File: src/rtl/dht_pkg.sv
// Shared types and constants for the single-wire DHT11/DHT22 reader.
// Holds the FSM state encoding, error codes and the frame decode helpers.
package dht_pkg;

    localparam int FRAME_BITS = 40;

    localparam logic MODE_DHT11 = 1'b0;
    localparam logic MODE_DHT22 = 1'b1;

    localparam logic [2:0] ERR_OK       = 3'd0;
    localparam logic [2:0] ERR_NO_RESP  = 3'd1;
    localparam logic [2:0] ERR_RESP_TO  = 3'd2;
    localparam logic [2:0] ERR_BIT_TO   = 3'd3;
    localparam logic [2:0] ERR_CHECKSUM = 3'd4;

    typedef enum logic [3:0] {
        ST_IDLE,
        ST_START_LOW,
        ST_WAIT_ACK,
        ST_RESP_LOW,
        ST_RESP_HIGH,
        ST_BIT_LOW,
        ST_BIT_HIGH,
        ST_CHECK,
        ST_FINISH
    } state_t;

    typedef struct packed {
        logic [15:0] hum;
        logic [15:0] temp;
    } reading_t;

    function automatic logic checksum_ok(input logic [39:0] f);
        logic [7:0] s;
        s = f[39:32] + f[31:24] + f[23:16] + f[15:8];
        return s == f[7:0];
    endfunction

    // DHT11 carries integer/decimal byte pairs; DHT22 carries x10 words with a sign bit.
    function automatic reading_t decode(input logic mode, input logic [39:0] f);
        reading_t    r;
        logic [15:0] mag;
        logic        neg;
        if (mode == MODE_DHT22) begin
            r.hum = f[39:24];
            mag   = {1'b0, f[22:8]};
            neg   = f[23];
        end else begin
            r.hum = 16'(f[39:32]) * 16'd10 + 16'(f[31:24]);
            mag   = 16'(f[23:16]) * 16'd10 + {9'd0, f[14:8]};
            neg   = f[15];
        end
        r.temp = neg ? -mag : mag;
        return r;
    endfunction

endpackage

File: src/rtl/dht_us_timer.sv
// Microsecond phase timer (runs only while busy) and millisecond cooldown
// counter (free running, reloaded at the end of each transaction).
module dht_us_timer
    import dht_pkg::*;
#(
    parameter int DIV         = 50,
    parameter int COOLDOWN_MS = 1000
) (
    input  logic        clk,
    input  logic        rst,
    input  logic        run,
    input  logic        clr,
    input  logic [17:0] limit,
    output logic [17:0] ticks,
    output logic        hit,
    input  logic        cd_load,
    output logic        cd_done
);
    localparam int PW = (DIV > 2) ? $clog2(DIV) : 1;
    localparam logic [PW-1:0] PRE_MAX = PW'(DIV - 1);

    logic [PW-1:0] pre_q, pre_d;
    logic [17:0]   ticks_q, ticks_d;
    logic [PW-1:0] cd_pre_q, cd_pre_d;
    logic [9:0]    cd_us_q, cd_us_d;
    logic [15:0]   cd_ms_q, cd_ms_d;

    always_comb begin
        pre_d   = pre_q;
        ticks_d = ticks_q;
        if (clr || !run) begin
            pre_d   = '0;
            ticks_d = '0;
        end else if (pre_q == PRE_MAX) begin
            pre_d = '0;
            if (ticks_q != '1)
                ticks_d = ticks_q + 18'd1;
        end else begin
            pre_d = pre_q + 1'b1;
        end
    end

    // Reloading also restarts the sub-ms phase so the cooldown is exactly COOLDOWN_MS.
    always_comb begin
        cd_pre_d = cd_pre_q;
        cd_us_d  = cd_us_q;
        cd_ms_d  = cd_ms_q;
        if (cd_load) begin
            cd_pre_d = '0;
            cd_us_d  = '0;
            cd_ms_d  = 16'(COOLDOWN_MS);
        end else if (cd_ms_q != '0) begin
            if (cd_pre_q == PRE_MAX) begin
                cd_pre_d = '0;
                if (cd_us_q == 10'd999) begin
                    cd_us_d = '0;
                    cd_ms_d = cd_ms_q - 16'd1;
                end else begin
                    cd_us_d = cd_us_q + 10'd1;
                end
            end else begin
                cd_pre_d = cd_pre_q + 1'b1;
            end
        end
    end

    always_ff @(posedge clk or posedge rst) begin
        if (rst) begin
            pre_q    <= '0;
            ticks_q  <= '0;
            cd_pre_q <= '0;
            cd_us_q  <= '0;
            cd_ms_q  <= '0;
        end else begin
            pre_q    <= pre_d;
            ticks_q  <= ticks_d;
            cd_pre_q <= cd_pre_d;
            cd_us_q  <= cd_us_d;
            cd_ms_q  <= cd_ms_d;
        end
    end

    assign ticks   = ticks_q;
    assign hit     = ticks_q >= limit;
    assign cd_done = (cd_ms_q == '0);

endmodule

File: src/rtl/dht_reader.sv
// DHT11/DHT22 single-wire reader with decode, checksum, error codes and cooldown.
// Define DHT_AUTO_POLL_EN to re-trigger a read automatically whenever READY is high.
module dht_reader
    import dht_pkg::*;
#(
    parameter int CLK_FREQ_HZ        = 50000000,
    parameter int START_LOW_DHT11_US = 18000,
    parameter int START_LOW_DHT22_US = 1100,
    parameter int TIMEOUT_US         = 200,
    parameter int BIT_THRESH_US      = 48,
    parameter int COOLDOWN_MS        = 1000
) (
    input  logic        CLK,
    input  logic        RST,
    input  logic        EN,
    input  logic        MODE,
    input  logic        START,
    input  logic        DHT_IN,
    output logic        DHT_DRIVE_LOW,
    output logic        BUSY,
    output logic        READY,
    output logic        DONE,
    output logic        VALID,
    output logic [2:0]  ERR_CODE,
    output logic [39:0] RAW,
    output logic [15:0] HUM_X10,
    output logic [15:0] TEMP_X10
);
    localparam int DIV = CLK_FREQ_HZ / 1000000;

    state_t      state_q, state_d;
    logic [2:0]  sync_q, sync_d;
    logic        mode_q, mode_d;
    logic [39:0] shift_q, shift_d;
    logic [5:0]  bit_cnt_q, bit_cnt_d;
    logic        valid_q, valid_d;
    logic [2:0]  err_q, err_d;
    logic [39:0] raw_q, raw_d;
    logic [15:0] hum_q, hum_d;
    logic [15:0] temp_q, temp_d;

    logic [2:0]  fin_err;
    logic [17:0] ticks, limit;
    logic        tmr_hit, cd_done, ready, start_req, rise, fall, bit_val;
    reading_t    rd;

    dht_us_timer #(
        .DIV         (DIV),
        .COOLDOWN_MS (COOLDOWN_MS)
    ) u_timer (
        .clk     (CLK),
        .rst     (RST),
        .run     (state_q != ST_IDLE),
        .clr     (state_d != state_q),
        .limit   (limit),
        .ticks   (ticks),
        .hit     (tmr_hit),
        .cd_load (state_q == ST_FINISH),
        .cd_done (cd_done)
    );

    // sync_q[1] is the synchronized pad, sync_q[2] its previous value for edge detection.
    assign sync_d = {sync_q[1:0], DHT_IN};
    assign rise   = sync_q[1] & ~sync_q[2];
    assign fall   = ~sync_q[1] & sync_q[2];
    assign ready  = EN && (state_q == ST_IDLE) && cd_done;

`ifdef DHT_AUTO_POLL_EN
    assign start_req = START | ready;
`else
    assign start_req = START;
`endif

    always_comb begin
        limit = 18'(TIMEOUT_US);
        if (state_q == ST_START_LOW)
            limit = (mode_q == MODE_DHT22) ? 18'(START_LOW_DHT22_US) : 18'(START_LOW_DHT11_US);
    end

    always_ff @(posedge CLK or posedge RST) begin
        if (RST) begin
            state_q   <= ST_IDLE;
            sync_q    <= 3'b111;
            mode_q    <= MODE_DHT11;
            shift_q   <= '0;
            bit_cnt_q <= '0;
            valid_q   <= 1'b0;
            err_q     <= ERR_OK;
            raw_q     <= '0;
            hum_q     <= '0;
            temp_q    <= '0;
        end else begin
            state_q   <= state_d;
            sync_q    <= sync_d;
            mode_q    <= mode_d;
            shift_q   <= shift_d;
            bit_cnt_q <= bit_cnt_d;
            valid_q   <= valid_d;
            err_q     <= err_d;
            raw_q     <= raw_d;
            hum_q     <= hum_d;
            temp_q    <= temp_d;
        end
    end

    always_comb begin
        state_d   = state_q;
        fin_err   = ERR_OK;
        mode_d    = mode_q;
        shift_d   = shift_q;
        bit_cnt_d = bit_cnt_q;
        bit_val   = ticks >= 18'(BIT_THRESH_US);
        case (state_q)
            ST_IDLE: if (start_req && ready) begin
                state_d   = ST_START_LOW;
                mode_d    = MODE;
                bit_cnt_d = '0;
            end
            ST_START_LOW: if (tmr_hit) state_d = ST_WAIT_ACK;
            ST_WAIT_ACK:
                if (fall) state_d = ST_RESP_LOW;
                else if (tmr_hit) begin state_d = ST_FINISH; fin_err = ERR_NO_RESP; end
            ST_RESP_LOW:
                if (rise) state_d = ST_RESP_HIGH;
                else if (tmr_hit) begin state_d = ST_FINISH; fin_err = ERR_RESP_TO; end
            ST_RESP_HIGH:
                if (fall) state_d = ST_BIT_LOW;
                else if (tmr_hit) begin state_d = ST_FINISH; fin_err = ERR_RESP_TO; end
            ST_BIT_LOW:
                if (rise) state_d = ST_BIT_HIGH;
                else if (tmr_hit) begin state_d = ST_FINISH; fin_err = ERR_BIT_TO; end
            ST_BIT_HIGH:
                if (fall) begin
                    shift_d   = {shift_q[38:0], bit_val};
                    bit_cnt_d = bit_cnt_q + 6'd1;
                    state_d   = (bit_cnt_q == 6'(FRAME_BITS - 1)) ? ST_CHECK : ST_BIT_LOW;
                end else if (tmr_hit) begin
                    state_d = ST_FINISH;
                    fin_err = ERR_BIT_TO;
                end
            ST_CHECK: begin
                state_d = ST_FINISH;
                fin_err = checksum_ok(shift_q) ? ERR_OK : ERR_CHECKSUM;
            end
            ST_FINISH: state_d = ST_IDLE;
            default:   state_d = ST_IDLE;
        endcase
        // FINISH is left alone so results and DONE always appear together.
        if (!EN && state_q != ST_FINISH)
            state_d = ST_IDLE;
    end

    always_comb begin
        valid_d = valid_q;
        err_d   = err_q;
        raw_d   = raw_q;
        hum_d   = hum_q;
        temp_d  = temp_q;
        rd      = decode(mode_q, shift_q);
        if (state_d == ST_FINISH && state_q != ST_FINISH) begin
            err_d   = fin_err;
            valid_d = (fin_err == ERR_OK);
            if (fin_err == ERR_OK) begin
                raw_d  = shift_q;
                hum_d  = rd.hum;
                temp_d = rd.temp;
            end
        end
    end

    always_comb begin
        DHT_DRIVE_LOW = (state_q == ST_START_LOW);
        BUSY          = (state_q != ST_IDLE);
        READY         = ready;
        DONE          = (state_q == ST_FINISH);
        VALID         = valid_q;
        ERR_CODE      = err_q;
        RAW           = raw_q;
        HUM_X10       = hum_q;
        TEMP_X10      = temp_q;
    end

endmodule

File: config.mk
export PLATFORM = sky130hd
export DESIGN_NAME = dht_reader
export DESIGN_NICKNAME = d
export VERILOG_FILES = /design/src/rtl/dht_pkg.sv /design/src/rtl/dht_us_timer.sv /design/src/rtl/dht_reader.sv
export SDC_FILE = /design/constraint.sdc
export NUM_CORES = 1
export LEC_CHECK = 0
export CELL_PAD_IN_SITES_DETAIL_PLACEMENT = 0
export CELL_PAD_IN_SITES_GLOBAL_PLACEMENT = 2
export CORE_MARGIN = 2
export CORE_UTILIZATION = 35
export CTS_CLUSTER_DIAMETER = 50
export DETAILED_ROUTE_END_ITERATION = 8
export PLACE_DENSITY_LB_ADDON = 0.1
export SYNTH_ARGS = -nofsm -noshare
export SYNTH_HDL_FRONTEND = slang
export SYNTH_SLANG_ARGS = --single-unit
export TNS_END_PERCENT = 100
File: constraint.sdc
create_clock -name CLK -period 7 [get_ports CLK]
set_input_delay 1.05 -clock CLK [delete_from_list [all_inputs] [get_ports CLK]]
set_output_delay 1.05 -clock CLK [all_outputs]
set_load 0.1 [all_outputs]
==> flow_metrics.tcl <==
set metrics [dict create \
    final.fill_count 3000 \
    antennaDiodeCount 0 \
    portBuffers 85 \
    finalNonFillerCells 1636 \
    status "finished, final reports clean" \
    grt_max_degree 133 \
    fin_skew_ns 0.0176 \
    crit_type "register to primary output" \
    cp-start-kind "register" \
    cts-root-buf "clkbuf_16" \
    post-route-drc-count 0 \
    clk_pin_slew_worst_paths_ns 0.09 \
    insertion_delay_ns 0.44 \
    fin_util_pct 41.7 \
    final_common_cell "nand2_1" \
    cts_buffer_depth 2 \
    power_density_mw_per_mm2 190 \
    grt_pass1_vias 7828 \
    worst_slack_ns 2.11 \
    yosysWarningCount 0 \
    grt_antenna_before_repair 0 \
    synth.distinct_cells 71 \
    netlist_instances 1165 \
    hp-class "register to register" \
    synth_top_area_share_pct 43.4 \
    cts_sinks 184 \
    setup_viol 0 \
    rows 63 \
    fin_crit_sh_pct 69.9 \
    finalSetupTns_ns 0 \
    post-route-min-period_ns 4.89 \
    layout_common_cells "300 x nand2_1, 181 x dfrtp_1, 90 x nor2_1, 85 x clkdlybuf4s50_1, 61 x ha_1" \
    dp_slack_ns 2.45 \
    dpl.hpwl_mm 17.9 \
    synthesis.area_mm2 0.0104 \
    max_freq_mhz 204 \
    cpMaxStageDelayCell "clkdlybuf4s50_1" \
    syn_to_final_growth_pct 17.6 \
    crit_chain "inv_1 > ha_1 > or3b_1 > or4_1 > nor3_2 > and3b_1 > clkdlybuf4s50_1" \
    drv_slew 0 \
    ios 86 \
    initialDrtViolationCount 524 \
    cts_tree "done" \
    num_vias 8026 \
    yosysTopAreaCell "dfrtp_1" \
    dieArea_mm2 0.0312 \
    routabilityCongestion 0.750 \
    track_usage_pct 17.4 \
    max_stage_delay_ns 1.14 \
    post-cts-setup-buffers 0 \
    grt_overflow 0 \
    seq_area_mm2 0.00461 \
    htree_levels 4 \
    worst_slew_pin_slew_ns 1.03 \
    crit_arrival_ns 3.84 \
    avgRoutedWirePerCell_um 15.8 \
    synth.top_cells.by_area "dfrtp_1 43%, nand2_1 11%, ha_1 7.3%, xnor2_1 3.9%, xor2_1 3.5%" \
    core_area_mm2 0.0295 \
    p_total_mw 2.33 \
    fp.dieH_um 177 \
    synth_flop_cell "dfrtp_1" \
    post_route_cells_drive_above_1_share_pct 4.90 \
    cp_num_buf_inv 2 \
    rsz0062_at_grt "no" \
    ys_ff_latch 184 \
    end_kind "primary output" \
    final_nets 1318 \
    synth.yosys.seq_area_share_pct 44.1 \
    grt_first_pass_wirelength_mm 42.9 \
    cts_resized 0 \
    ir_drop_mv 0.133 \
    reg2reg_slack_ns 2.43 \
    dr.pass1.iters 5 \
    die_w_um 177 \
    multiInputGateArea_mm2 0.00550 \
    hold_viol_final 0 \
    placed_cells 1604 \
    post_synth.cell_area_avg_um2 8.96 \
    postRouteAntennaNets 0 \
    crit_family "simple AND/OR/NAND/NOR gates" \
    numCtsBuffers 17 \
    worst-endpoint-required_ns 5.95 \
    relSlewSlack_pct 31.6 \
    synth-edff-count 0 \
    synth-async-reset-ratio_pct 100 \
    crit_fanout 9 \
    leakagePower_nw 5.75 \
    hold_buffers 0 \
    cap_violations 0 \
    initial_core_util_pct 35.4 \
    viasPerCell 4.91 \
    wl_mm 25.8 \
]
==> worst reg2reg max path: stages (launching register included) <==
cell,delay (ns)
dfrtp_1,0.57
fa_1,0.50
fa_1,0.53
ha_1,0.17
inv_1,0.06
fa_1,0.39
nor2b_1,0.13
o21ai_1,0.06
nand2b_1,0.12
xnor2_1,0.08
or4_1,0.59
or4_4,0.84
o31ai_1,0.44
==> worst paths after layout <==
| check | cells after the start | endpoint | from |
|---|---|---|---|
| max in group asynchronous | 3 | shift_q[3]$_DFFE_PP0P_ | RST |
| hold reg to reg | 0 | sync_q[1]$_DFF_PP1_ | sync_q[0]$_DFF_PP1_ |
| setup / recovery | 7 | READY | u_timer.cd_ms_q[0]$_DFFE_PP0P_ |
| setup reg to reg | 12 | TEMP_X10[15]$_DFFE_PP0P_ | shift_q[17]$_DFFE_PP0P_ |
| min in group asynchronous | 2 | HUM_X10[14]$_DFFE_PP0P_ | RST |
| hold / removal | 0 | sync_q[1]$_DFF_PP1_ | sync_q[0]$_DFF_PP1_ |
==> metrics by stage <==
step	cell area (µm²)	hold WS (ns)
after floorplan	10400	0.345
after global placement	11700	0.346
after detailed placement	11700	0.348
after CTS	12300	0.359
after global routing	12300	0.360
final	12300	0.357
==> synth_stat cells, types with 4 or more instances <==
cell and n:
nor3_1 17, nand3_1 27, nor2_1 90, clkbuf_1 36, nand2b_1 13, nor2b_1 10, o21ai_0 36, a31oi_1 4
and3_1 5, a211oi_1 6, nor4_1 7, inv_1 44, o31ai_1 12, a21oi_1 41, dfrtp_1 181, or3_1 9
buf_1 5, or4_1 6, xnor2_1 47, o21ai_1 42, nand2_1 300, mux2i_1 7, xor2_1 42, nand4_1 16
a21o_1 10, ha_1 61, nor4b_1 4, fa_1 18
==> where the power goes <==
part / internal (mW) / switching (mW) / leakage (nW)
Combinational: 0.0727 / 0.131 / 2.96
Clock: 0.486 / 0.494 / 0.295
Sequential: 1.11 / 0.0430 / 2.49
Total: 1.66 / 0.669 / 5.75
==> logic make-up after synthesis <==
logic type / count (synthesis) / synth area share [%]
buf+inv: 89 / 3.30
compound gates: 185 / 11.0
mux: 8 / 0.779
flops: 184 / 44.1
simple gates: 530 / 22.5
other cells: 1 / 0.0359
xor+xnor: 89 / 7.47
fa+ha+maj: 79 / 10.8
==> routing by layer <==
metal	vias to the layer above	global-route usage, %	share of wire (%)
li1	4058	-	-
met1	3855	25.6	51
met2	100	27.0	45
met3	13	2.32	2.5
met4	0	4.24	1.0
met5	-	0	0
==> registers in the layout, summed over array words and instances (netlist names), 10 cells and up <==
name	count
u_timer.cd_ms_q	16
TEMP_X10	15
HUM_X10	15
RAW	40
shift_q	40
u_timer.cd_us_q	10
u_timer.ticks	18
==> final cells by class <==
cell class	instances	area share [%]
multi-input cells	893	44.8
clock buffers	17	3.46
well taps	390	3.97
inverters	44	1.41
clock inverters	15	1.43
flip-flops and latches	184	37.5
repair buffers	93	7.42
No activity file was read; power rests on OpenSTA's default activity.
==> variant, RTL diff (same settings) <==
`CLK_FREQ_HZ`: 50000000 -> 25000000.
--- a/src/rtl/dht_reader.sv
+++ b/src/rtl/dht_reader.sv
@@ -3,7 +3,7 @@
 module dht_reader
     import dht_pkg::*;
 #(
-    parameter int CLK_FREQ_HZ        = 50000000,
+    parameter int CLK_FREQ_HZ        = 25000000,
     parameter int START_LOW_DHT11_US = 18000,
     parameter int START_LOW_DHT22_US = 1100,
     parameter int TIMEOUT_US         = 200,
Formal check against the unedited RTL: same outputs for any inputs over 10 cycles, from zero or initial values and one cycle with RST high; that may be too few to reach the edited logic, so the function may still have changed.
==> variant against the unedited design <==
Non-clock buffer count grew 1. Final area rose by 0.30%. Wire length rose by 2.6%. Synthesized area rose by 0.72%. Sequential cell count decreased by 2. Setup slack got worse by 37 ps. Worst hold slack barely moved. Global-route usage grew 0.39 points. Largest cell class unchanged.
Power is not compared: it rests on default switching activity, and its combinational part moved more than twofold at a synthesized area within 25%.
==> variant: results (changes against the unedited design) <==
| Metric | Value |
|---|---|
| Status | `finished, final reports clean` |
| Launching point of the worst reg2reg path | `shift_q[17]$_DFFE_PP0P_` |
| Worst slew margin | `0.3003 (-0.01573)` |
| R2R setup slack | `2470 ps (+40 ps)` |
| Post_cts resized | `0 (unchanged)` |
| Post-DP Area | `11,700 sq um (+0.16%)` |
| Gpl congestion | `0.7680 (+2.4%)` |
| Via count | `8,058 (+0.40%)` |
| Port Buffers | `85 (unchanged)` |
| CP Max Fanout | `9 (unchanged)` |
| CTS root buffer | `clkbuf_16` |
| Final hold slack | `356.9 ps (-0.2770 ps)` |
| Pre-CTS WS | `2429 ps (-19.39 ps)` |
| DR pass1 iterations | `5 (unchanged)` |
| Ranking of synthesized cells by area | `dfrtp_1 43%, nand2_1 11%, ha_1 7.3%, xnor2_1 4.1%, fa_1 3.4%` |
| CTS Buf Count | `17 (unchanged)` |
| Leak | `5.849 nW` |
| Clock Skews | `10.45 ps (-7.194 ps)` |
| H-tree depth | `4 (unchanged)` |
| First-pass GRT wire length | `44,040 um (+2.6%)` |
| Worst hold start | `sync_q[0]$_DFF_PP1_` |
| Worst setup path start | `u_timer.cd_ms_q[7]$_DFFE_PP0P_` |
| Drt wl/cell | `16.19 um (+2.5%)` |
| Yosys warnings | `0 (unchanged)` |
| Max clock buf depth | `2 (unchanged)` |
| Seq/Total Area, Yosys | `0.4334 (-0.007910)` |
| Critical Path Start Type | `flop` |
| Total Nets Final | `1,322 (+0.30%)` |
| Placed wire-length estimate | `18,300 um (+2.2%)` |
| Skew-Pair Late Insertion Delay | `440 ps (about the same)` |
| Antenna violations before repair | `0 (unchanged)` |
| Switching part of the total | `0.3075` |
| HP Class | `flop to flop` |
| Most instantiated cells after synthesis | `302 x nand2_1, 179 x dfrtp_1, 70 x nor2_1, 70 x o21ai_0, 61 x ha_1` |
| Worst R2R Path Depth | `15 (+3)` |
| Hold Path Stages | `0 (unchanged)` |
| CP arrival | `3880 ps (+40 ps)` |
| Largest net degree at the start of global routing | `126 (-5.3%)` |
| Worst VDD drop | `approximately 0.15 mV` |
| Starting DRT DRC Count | `413 (-21%)` |
| Antenna fix cells | `0 (unchanged)` |
| Post-CTS Setup Inserts | `0 (unchanged)` |
| All-Layer GR Usage | `0.1777 (+0.003872)` |
| Worst-path clk slew | `70 ps (-20 ps)` |
| Fillers | `3,031 (+1.0%)` |
| Worst r2r dst | `TEMP_X10[15]$_DFFE_PP0P_` |
| Layout cells sized above 1 | `0.05453 (+0.005574)` |
| Worst-case hold path end point | `sync_q[1]$_DFF_PP1_` |
| Post-synth cell types | `68 (-4.2%)` |
| Asr flop ratio synth | `1.000 (unchanged)` |
| Final WS setup | `2072 ps (-36.94 ps)` |
## variant: changes by cell type after synthesis, sizes merged, moves of 5 or more
cell | before | now
nor2 | 90 | 70
nor3 | 19 | 30
o21ai | 79 | 74
xor2 | 42 | 34
a21oi | 41 | 35
and3 | 5 | 10
buf | 9 | 22
nor2b | 10 | 16
nand3 | 27 | 37
nand4 | 16 | 11
## variant: cell families (layout without fill, tap and decap cells)
family | after synthesis | count (layout) | synth area share
simple gates | 542 | 542 | 0.2324
compound gates | 183 | 183 | 0.1090
flops | 182 | 182 | 0.4334
buf+inv | 97 | 166 | 0.03902
xor+xnor | 83 | 83 | 0.06913
fa+ha+maj | 79 | 79 | 0.1068
mux | 10 | 10 | 0.009875
other cells | 1 | 2 | 0.0003566
## variant: how the worst max path moves through the flow
stage | endpoint | cells past startpoint
after floorplan | ERR_CODE[0]$_DFFE_PP0P_ | 1
after global routing | READY | 5
after global placement | TEMP_X10[14]$_DFFE_PP0P_ | 14
after detailed placement | TEMP_X10[15]$_DFFE_PP0P_ | 15
after CTS | READY | 5
final | READY | 5
## variant: routing by layer
metal	up-vias	global-route usage	wire, um
met5	-	0	0
met3	14	0.03171	678
li1	4095	-	-
met1	3860	0.2553	13470
met2	89	0.2802	12080
met4	0	0.03723	267
## variant: final cells by class
type | count | share of cell area
multi-input cells | 899 | 0.4520
well taps | 390 | 0.03961
clock buffers | 21 | 0.03819
repair buffers | 94 | 0.07455
flip-flops and latches | 182 | 0.3700
inverters | 43 | 0.01371
clock inverters | 8 | 0.01198
## variant: worst max-delay path, cell delays in order (launching register included)
cell	delay (ps)
dfrtp_1	430
or4_4	580
or4_4	470
or3_1	530
nor4_2	240
clkdlybuf4s50_1	1190
## variant: metrics by stage
stage          utilization  instances
6_report            0.4157       1637
5_1_grt             0.4157       1637
4_1_cts             0.4157       1637
3_5_place_dp        0.3948       1608
3_3_place_gp        0.3948       1608
2_1_floorplan            -       1178
## variant: power groups by stage
stage	clock, mW	combinational (mW)	sequential [mW]
2_1_floorplan	0	0.300	1.28
6_report	1.04	0.509	1.17
4_1_cts	1.07	0.519	1.17
3_3_place_gp	0	0.517	1.19
3_5_place_dp	0	0.517	1.19
5_1_grt	1.11	0.562	1.18
